==> src/rtl/prog_loader_pkg.sv <==
// Shared definitions for the program loader: FSM state encoding and frame constants.
package prog_loader_pkg;

  typedef enum logic [2:0] {
    ST_IDLE  = 3'd0,
    ST_ADDR  = 3'd1,
    ST_COUNT = 3'd2,
    ST_DATA  = 3'd3,
    ST_CSUM  = 3'd4,
    ST_DONE  = 3'd5,
    ST_ERR   = 3'd6
  } state_e;

  localparam logic [7:0] SYNC_DEFAULT = 8'hA5;

  // States in which a frame is open and the inter-byte timeout is armed.
  function automatic logic in_frame(state_e s);
    return (s == ST_ADDR) || (s == ST_COUNT) || (s == ST_DATA) || (s == ST_CSUM);
  endfunction

endpackage

==> src/rtl/loader_timeout.sv <==
// Clearable down-counter: o_expired rises after TIMEOUT_CYC consecutive uncleared cycles.
module loader_timeout #(
  parameter int TIMEOUT_CYC = 1024
) (
  input  logic i_clk,
  input  logic reset,
  input  logic i_clear,
  output logic o_expired
);

  localparam int CNT_W = (TIMEOUT_CYC > 2) ? $clog2(TIMEOUT_CYC) : 1;
  localparam logic [CNT_W-1:0] LOAD_VAL = CNT_W'(TIMEOUT_CYC - 1);

  logic [CNT_W-1:0] cnt_q;
  logic [CNT_W-1:0] cnt_d;

  // Loading TIMEOUT_CYC-1 on clear makes the count hit zero during the
  // TIMEOUT_CYC-th idle cycle, so the FSM leaves on that cycle's edge.
  always_comb begin
    cnt_d = cnt_q;
    if (i_clear) begin
      cnt_d = LOAD_VAL;
    end else if (cnt_q != '0) begin
      cnt_d = cnt_q - CNT_W'(1);
    end
  end

  always_ff @(posedge i_clk) begin
    if (reset) begin
      cnt_q <= LOAD_VAL;
    end else begin
      cnt_q <= cnt_d;
    end
  end

  assign o_expired = (cnt_q == '0);

endmodule

==> src/rtl/prog_loader.sv <==
// Framed byte-stream program loader: writes payload into program RAM with the CPU
// halted, verifies an additive checksum, then pulses CPU reset to start from address 0.
module prog_loader
  import prog_loader_pkg::*;
#(
  parameter int                DATA_W      = 8,
  parameter int                ADDR_W      = 4,
  parameter logic [DATA_W-1:0] SYNC_BYTE   = DATA_W'(SYNC_DEFAULT),
  parameter int                TIMEOUT_CYC = 1024,
  parameter bit                HALT_AT_RST = 1'b1
) (
  input  logic              i_clk,
  input  logic              reset,
  input  logic              i_valid,
  input  logic [DATA_W-1:0] i_data,
  output logic              o_ready,
  output logic              o_we,
  output logic [ADDR_W-1:0] o_addr,
  output logic [DATA_W-1:0] o_wdata,
  output logic              o_cpu_halt,
  output logic              o_cpu_reset,
  output logic              o_busy,
  output logic              o_err
);

  state_e            state_q, state_d;
  logic [ADDR_W-1:0] ptr_q, ptr_d;
  logic [DATA_W-1:0] left_q, left_d;
  logic [DATA_W-1:0] sum_q, sum_d;
  logic              we_q, we_d;
  logic [ADDR_W-1:0] addr_q, addr_d;
  logic [DATA_W-1:0] wdata_q, wdata_d;
  logic              halt_q, halt_d;
  logic              err_q, err_d;

  logic xfer;
  logic is_sync;
  logic expired;

  assign o_ready = (state_q != ST_DONE);
  assign xfer    = i_valid & o_ready;
  assign is_sync = (i_data == SYNC_BYTE);

  // Timer runs only while a frame is open; any accepted byte restarts it.
  loader_timeout #(
    .TIMEOUT_CYC(TIMEOUT_CYC)
  ) u_timeout (
    .i_clk    (i_clk),
    .reset    (reset),
    .i_clear  (xfer | ~in_frame(state_q)),
    .o_expired(expired)
  );

  always_comb begin
    state_d = state_q;
    ptr_d   = ptr_q;
    left_d  = left_q;
    sum_d   = sum_q;
    we_d    = 1'b0;
    addr_d  = addr_q;
    wdata_d = wdata_q;
    halt_d  = halt_q;
    err_d   = err_q;

    case (state_q)
      ST_IDLE, ST_ERR: begin
        if (xfer && is_sync) begin
          state_d = ST_ADDR;
          halt_d  = 1'b1;
          err_d   = 1'b0;
          sum_d   = '0;
        end
      end
      ST_ADDR: begin
        if (xfer) begin
          ptr_d   = i_data[ADDR_W-1:0];
          state_d = ST_COUNT;
        end
      end
      ST_COUNT: begin
        if (xfer) begin
          left_d  = i_data;
          state_d = (i_data == '0) ? ST_CSUM : ST_DATA;
        end
      end
      ST_DATA: begin
        // Write is registered: o_we appears the cycle after the word is accepted.
        if (xfer) begin
          we_d    = 1'b1;
          addr_d  = ptr_q;
          wdata_d = i_data;
          ptr_d   = ptr_q + ADDR_W'(1);
          sum_d   = sum_q + i_data;
          left_d  = left_q - DATA_W'(1);
          if (left_q == DATA_W'(1)) begin
            state_d = ST_CSUM;
          end
        end
      end
      ST_CSUM: begin
        if (xfer) begin
          if (i_data == sum_q) begin
            state_d = ST_DONE;
            err_d   = 1'b0;
          end else begin
            state_d = ST_ERR;
            err_d   = 1'b1;
          end
        end
      end
      ST_DONE: begin
        state_d = ST_IDLE;
        halt_d  = 1'b0;
      end
      default: begin
        state_d = ST_IDLE;
      end
    endcase

    if (in_frame(state_q) && !xfer && expired) begin
      state_d = ST_ERR;
      err_d   = 1'b1;
    end
  end

  always_ff @(posedge i_clk) begin
    if (reset) begin
      state_q <= ST_IDLE;
      ptr_q   <= '0;
      left_q  <= '0;
      sum_q   <= '0;
      we_q    <= 1'b0;
      addr_q  <= '0;
      wdata_q <= '0;
      halt_q  <= HALT_AT_RST;
      err_q   <= 1'b0;
    end else begin
      state_q <= state_d;
      ptr_q   <= ptr_d;
      left_q  <= left_d;
      sum_q   <= sum_d;
      we_q    <= we_d;
      addr_q  <= addr_d;
      wdata_q <= wdata_d;
      halt_q  <= halt_d;
      err_q   <= err_d;
    end
  end

  assign o_we        = we_q;
  assign o_addr      = addr_q;
  assign o_wdata     = wdata_q;
  assign o_cpu_halt  = halt_q;
  assign o_cpu_reset = (state_q == ST_DONE);
  assign o_busy      = in_frame(state_q);
  assign o_err       = err_q;

endmodule

==> config.mk <==
export PLATFORM = sky130hd
export DESIGN_NAME = prog_loader
export DESIGN_NICKNAME = d
export VERILOG_FILES = /design/src/rtl/prog_loader_pkg.sv /design/src/rtl/loader_timeout.sv /design/src/rtl/prog_loader.sv
export SDC_FILE = /design/constraint.sdc
export NUM_CORES = 1
export LEC_CHECK = 0
export CAP_MARGIN = 20
export CORE_UTILIZATION = 55
export CTS_CLUSTER_DIAMETER = 120
export DETAILED_ROUTE_END_ITERATION = 16
export GPL_TIMING_DRIVEN = 1
export MAX_ROUTING_LAYER = met4
export PLACE_DENSITY = 0.83
export REMOVE_ABC_BUFFERS = 1
export SLEW_MARGIN = 30
export SYNTH_ARGS = -nofsm -noshare
export SYNTH_HDL_FRONTEND = slang
export SYNTH_SLANG_ARGS = --single-unit
==> constraint.sdc <==
create_clock -name i_clk -period 6.29 [get_ports i_clk]
set_input_delay 1.887 -clock i_clk [delete_from_list [all_inputs] [get_ports i_clk]]
set_output_delay 1.887 -clock i_clk [all_outputs]
set_load 0.02 [all_outputs]
== Word level (Yosys, flattened, before mapping) ==
Cells that the tools add are included.

* Bits of input ports: 11
* Bits in registers: 48
* Logic and storage cells: 96
* Output and inout bits: 18

* Bitwise logic cells: 4
* Equal/unequal tests: 22
* Reduce and logical (&&, ||, !) cells: 28
* Muxes and demuxes: 27
* Add/sub/neg operators: 4

{| class="wikitable"
|+ Operators by type and width
! operator !! number
|-
| $mux W8 || 4
|-
| $pmux W8 S2 || 2
|-
| $mux W3 || 8
|-
| $ne A3 B2 Y1 const B || 5
|-
| $pmux W3 S5 || 1
|-
| $ne A2 B2 Y1 const B || 6
|-
| $reduce_and A3 Y1 || 4
|-
| $reduce_and A6 Y1 || 2
|-
| $logic_not A10 Y1 || 1
|-
| $reduce_bool A10 Y1 || 1
|-
| $sub A10 B1 Y10 const B || 1
|-
| $eq A3 B3 Y1 const B || 3
|-
| $add A8 B8 Y8 || 1
|-
| $eq A8 B1 Y1 const B || 1
|-
| $eq A8 B8 Y1 || 1
|-
| $eq A8 B8 Y1 const B || 1
|-
| $logic_not A8 Y1 || 1
|-
| $mux W4 || 2
|-
| $pmux W4 S2 || 1
|-
| $reduce_bool A2 Y1 || 4
|-
| $reduce_or A2 Y1 || 4
|-
| $sub A8 B1 Y8 const B || 1
|-
| $eq A3 B2 Y1 const B || 2
|-
| $mux W1 || 6
|-
| other kinds (14) || 22
|}

== Longest topological paths before layout ==
* Depth after elaboration: 8
* Gate-level depth with buffers: 7
* Depth with buffers taken out: 7

== Hierarchy ==
From an unflattened synthesis, not the netlist that was laid out.

* Cell total of the unflattened synthesis: 331
* Area, all modules: 2685.1 um^2

{| class="wikitable"
|+ Modules (own cells, without submodules)
! module !! area each (um^2) !! cells an instance !! instances
|-
| prog_loader || 2199.6 || 278 || 1
|-
| loader_timeout || 485.5 || 53 || 1
|}

== Least setup slack after synthesis ==
No wires, ideal clock.

* Path type: input port to flip-flop
* Start: input port i_data[0]
* End: register sum_q[6]
* Library setup time: 0.117 ns
* Setup slack: 2.892 ns
* Cell stages on the path: 7
* Path buffers: 0
* Arrival time: 3.281 ns
* Path through: ha_1 fa_1 a21o_1 a21oi_1 o21ai_0 xor2_1 a22o_1

* Word-level cells in the longest chain between the ends: 4
* Elaborated cells on any way between the ends: 7
* Classes of those cells: add/sub (1); eq/ne (2); mux (2); reduce/logical (2)

{| class="wikitable"
|+ Ends and longest elaborated chain
! item !! line !! RTL
|-
| from (decl) || prog_loader.sv:15 || <nowiki>input logic [DATA_W-1:0] i_data,</nowiki>
|-
| branches (longest 4 deep; another with $add A8 B8 Y8) || -- ||
|-
| to (signal assigned) || prog_loader.sv:141 || <nowiki>sum_q <= sum_d;</nowiki>
|-
| to (decl) || prog_loader.sv:29 || <nowiki>logic [DATA_W-1:0] sum_q, sum_d;</nowiki>
|}

Several ways; the timed one is not identified. The select of a mux whose other input is x is not followed.
A chain may end at the register's enable or synchronous reset.

== Worst setup path in the final report ==
* Start: register state_q[0]
* End: output port o_cpu_reset

* Word-level cells in the longest chain between the ends: 1

{| class="wikitable"
|+ Ends and longest elaborated chain
! item !! line !! RTL
|-
| from (decl) || prog_loader.sv:26 || <nowiki>state_e state_q, state_d;</nowiki>
|-
| from (signal assigned) || prog_loader.sv:138 || <nowiki>state_q <= state_d;</nowiki>
|-
| $eq A3 B3 Y1 || prog_loader.sv:154 || <nowiki>assign o_cpu_reset = (state_q == ST_DONE);</nowiki>
|-
| to (decl) || prog_loader.sv:21 || <nowiki>output logic o_cpu_reset,</nowiki>
|}

No other way between the ends.

==> parameters.txt <==
Parameter                              Value

CTS
  Total number of H-tree levels ... 2
  Root Buffer ... sky130_fd_sc_hd__clkbuf_8
  Clock sinks ... 48
  CTS buffer count ... 5
  # resized after CTS ... 0
  Number of buffers inserted for hold repair after clock tree synthesis ... 0
  Max clock buf depth ... 2
  Number of buffers inserted by post-CTS setup repair ... 0
  Worst-Skew Late Latency ... approximately 0.31 ns
  CTS tree ... done
  Clock input transition at the sequential cells of the worst setup and hold paths ... around 0.09 ns

Detailed routing
  DRT Wirelength ... 5830 um
  Number of remaining DRC errors ... 0
  Violation count after the first detailed-route iteration ... ~210
  Detailed-route vias per instance ... between 5 and 6
  Average wire length per cell after detail routing ... approximately 14 um
  Count of nets left with antenna violations after detail routing ... 0
  First-pass detailed-route iteration total ... 5
  Number of vias after detailed routing ... 2367

Synthesis
  Synthesized instance count ... 320
  #FFs+latches synth ... between 40 and 50
  Syn avg cell area ... between 8 and 9 um2
  Count of distinct cell types in the synthesized netlist ... 62
  Number of enable-type register cells in the synthesized netlist ... 0
  Dominant combinational cell family by area after synthesis ... simple AND/OR/NAND/NOR gates
  Compound-Gate Fraction of Synth Area ... 0.225
  Adder-cell area share of the yosys netlist ... 0.0667
  Library cell occupying the most area in the post-synthesis netlist ... sky130_fd_sc_hd__dfxtp_1
  Sequential element share of the synthesized area ... 0.356
  Post-synthesis simple-gate area fraction ... 0.240
  Share of cell area taken by muxes after synthesis ... 0.0111
  Synthesized cell area ... roughly 2700 um2
  Largest cells by area after synthesis ... sky130_fd_sc_hd__dfxtp_1 (36%), sky130_fd_sc_hd__nand2_1 (7.2%), sky130_fd_sc_hd__a21oi_1 (5.7%), sky130_fd_sc_hd__ha_1 (5.6%), sky130_fd_sc_hd__nor2_1 (2.9%)
  Warnings, synthesis ... 0
  Top flip-flop cell by instance count after synthesis ... sky130_fd_sc_hd__dfxtp_1
  Proportion of netlist area held by the largest area contributor ... 0.356
  Fraction of registers with async set/reset ... 0
  Synthesized-area fraction occupied by xor and xnor cells ... 0.0421

Layout
  Relative area change from synthesis to final layout ... 13.7%
  Number of nets in the layout ... roughly 370
  Proportion of layout cells with a drive suffix above 1 ... 0.0614
  Diodes inserted ... 0
  Non-filler cells in the finished layout ... 409

STA
  Final worst path period share ... 0.651
  Final sum of negative setup slack ... 0 ns
  Worst hold slack ... ~0.46 ns
  Final hold vios ... 0
  Highest clock rate ... between 200 and 250 MHz
  Worst slew pin tran ... 0.673 ns
  Setup WS post-layout ... roughly 2.2 ns
  Headroom to the max-slew limit ... 0.549
  Count of final setup violators ... 0
  Pins Over Slew Limit ... 0
  Unrepaired setup endpoints after global routing ... no
  Post-route clock skew ... roughly 0.011 ns
  Clock period minus final worst setup slack ... slightly above 4 ns

Status
  Outcome ... complete, no violations

Floorplan
  Number of rows in the core area ... 25
  Standard cell core area ... 4720 um2
  Top-Level Pins ... 29
  Total die area ... 5200 um2
  Effective utilization at floorplan ... 0.572
  Die Y-Extent ... ~72 um
  Overall die width ... 72.1 um

Pwr
  Power, Total ... 0.000562 W
  IR drop worst, VDD ... around 0.1 mV
  Power density over cell area ... between 150 and 200 nW/um2
  Leakage ... 1.12 nW

Placement
  Post-DP HPWL ... roughly 4300 um
  Final weighted congestion of routability-driven global placement ... ~0.91
  Worst setup slack before clock tree synthesis ... roughly 1.9 ns
  # port buffers ... 28
  Cell count after placement ... approximately 400

GRT
  Initial antenna violation count ... 0
  Global router's overall resource usage ... 0.245
  Largest net degree at the start of global routing ... 18
  Global-route wire length before repair ... 9760 um
  Number of global-route vias before repair ... 2183
  Overflow after GRT ... 0

Worst hold path
  Worst Hold Class ... reg2reg

Setup path
  Crit-path leading delay family ... buffers and inverters
  Arrival time at the worst endpoint ... approximately 2.2 ns
  Crit Path Max Fanout ... 17
  Crit. End Element ... primary output
  Start-to-end type of the worst setup path ... reg2out
  Required time worst endpoint ... ~4.4 ns
  Worst path bufs/invs ... 2
  Crit path cell chain ... inv_1, nor3_1, clkdlybuf4s50_1
  Library cell contributing the largest single delay on the critical path ... sky130_fd_sc_hd__dfxtp_1
  Delay of the slowest cell on the worst path ... just over 0.7 ns
  Setup crit start kind ... flip-flop

Flow run
  Max Cap Viol ... 0
-- cell usage in the layout (no fill, tap or decap), drive strengths merged, types with 3 or more instances in the layout --
| master | count |
|---|---|
| dfxtp | 48 |
| o21ai | 12 |
| ha | 12 |
| nand2 | 52 |
| a221oi | 4 |
| a31oi | 3 |
| o31ai | 3 |
| o31a | 3 |
| a21oi | 31 |
| xnor2 | 6 |
| and2 | 4 |
| nand3b | 4 |
| clkdlybuf4s50 | 28 |
| xor2 | 7 |
| o211ai | 3 |
| nand3 | 7 |
| nor3 | 14 |
| nor4 | 4 |
| inv | 11 |
| o21a | 3 |
| clkbuf | 5 |
| nor2 | 22 |
| a311oi | 3 |
| a22o | 7 |
| mux2i | 3 |
| nand4b | 3 |
| or3 | 3 |
-- worst min-delay path, stage by stage, from the launching register on --
cell	delay [ns]
sky130_fd_sc_hd__dfxtp_1	0.32
sky130_fd_sc_hd__nand2_1	0.05
sky130_fd_sc_hd__a21oi_1	0.05
-- per-stage QoR --
step	util	instance area, um2
after CTS	0.650	3070
after detailed placement	0.626	2960
after global routing	0.650	3070
after floorplan	-	2580
after global placement	0.626	2960
final	0.650	3070
-- sequential cells by signal (all words and copies together), names as in the netlist --
signal / count
state_q: 3
o_err: 1
sum_q: 8
o_we: 1
o_addr: 4
left_q: 8
u_timeout.cnt_q: 10
ptr_q: 4
o_cpu_halt: 1
o_wdata: 8
-- layout make-up --
cell class / count / area (um2)
well taps: 67 / 83.8
fillers: 387 / 1650
clock buffers: 5 / 68.8
inverters: 11 / 41.3
multi-input cells: 246 / 1580
repair buffers: 29 / 288
flip-flops and latches: 48 / 961
clock inverters: 3 / 47.5
-- cells in the mapped netlist (4+ instances only) --
master	instances
sky130_fd_sc_hd__a22o_1	7
sky130_fd_sc_hd__o21ai_0	12
sky130_fd_sc_hd__nor3_1	12
sky130_fd_sc_hd__xnor2_1	6
sky130_fd_sc_hd__xor2_1	7
sky130_fd_sc_hd__nand3_1	7
sky130_fd_sc_hd__clkbuf_1	5
sky130_fd_sc_hd__dfxtp_1	48
sky130_fd_sc_hd__nand2_1	52
sky130_fd_sc_hd__inv_1	11
sky130_fd_sc_hd__nand3b_1	4
sky130_fd_sc_hd__nor4_1	4
sky130_fd_sc_hd__nor2_1	21
sky130_fd_sc_hd__a21oi_1	31
sky130_fd_sc_hd__ha_1	12
sky130_fd_sc_hd__a221oi_1	4
sky130_fd_sc_hd__clkbuf_8	4
-- worst paths after layout --
| check | startpoint | to | slack [ns] | cells past startpoint |
|---|---|---|---|---|
| setup / recovery | state_q[0] | o_cpu_reset | 2.19 | 3 |
| hold / removal | o_wdata[0] | o_wdata[0] | 0.46 | 2 |
| setup reg to reg | state_q[0] | sum_q[7] | 3.50 | 5 |
| hold reg to reg | o_wdata[0] | o_wdata[0] | 0.46 | 2 |
-- layer usage --
layer / vias to the layer above / GRT usage / routed length (um)
met5: - / - / 0
met1: 1113 / 0.303 / 2740
met2: 50 / 0.399 / 2840
met4: 0 / 0.0871 / 46
met3: 4 / 0.0472 / 208
li1: 1200 / - / -
-- kinds of logic after synthesis --
family / Yosys count
AND/OR/NAND/NOR: 128
AO/OA/AOI/OAI: 88
flip-flops: 48
buffers and inverters: 26
adder cells (fa/ha/maj): 14
XOR/XNOR: 13
multiplexers: 3
-- power by group --
group	total, W	internal [W]	switching (W)
sequential	0.000304	0.000304	0.000000127
clock	0.000228	0.000120	0.000108
combinational	0.0000305	0.0000120	0.0000184
(Power assumes the default switching activity.)
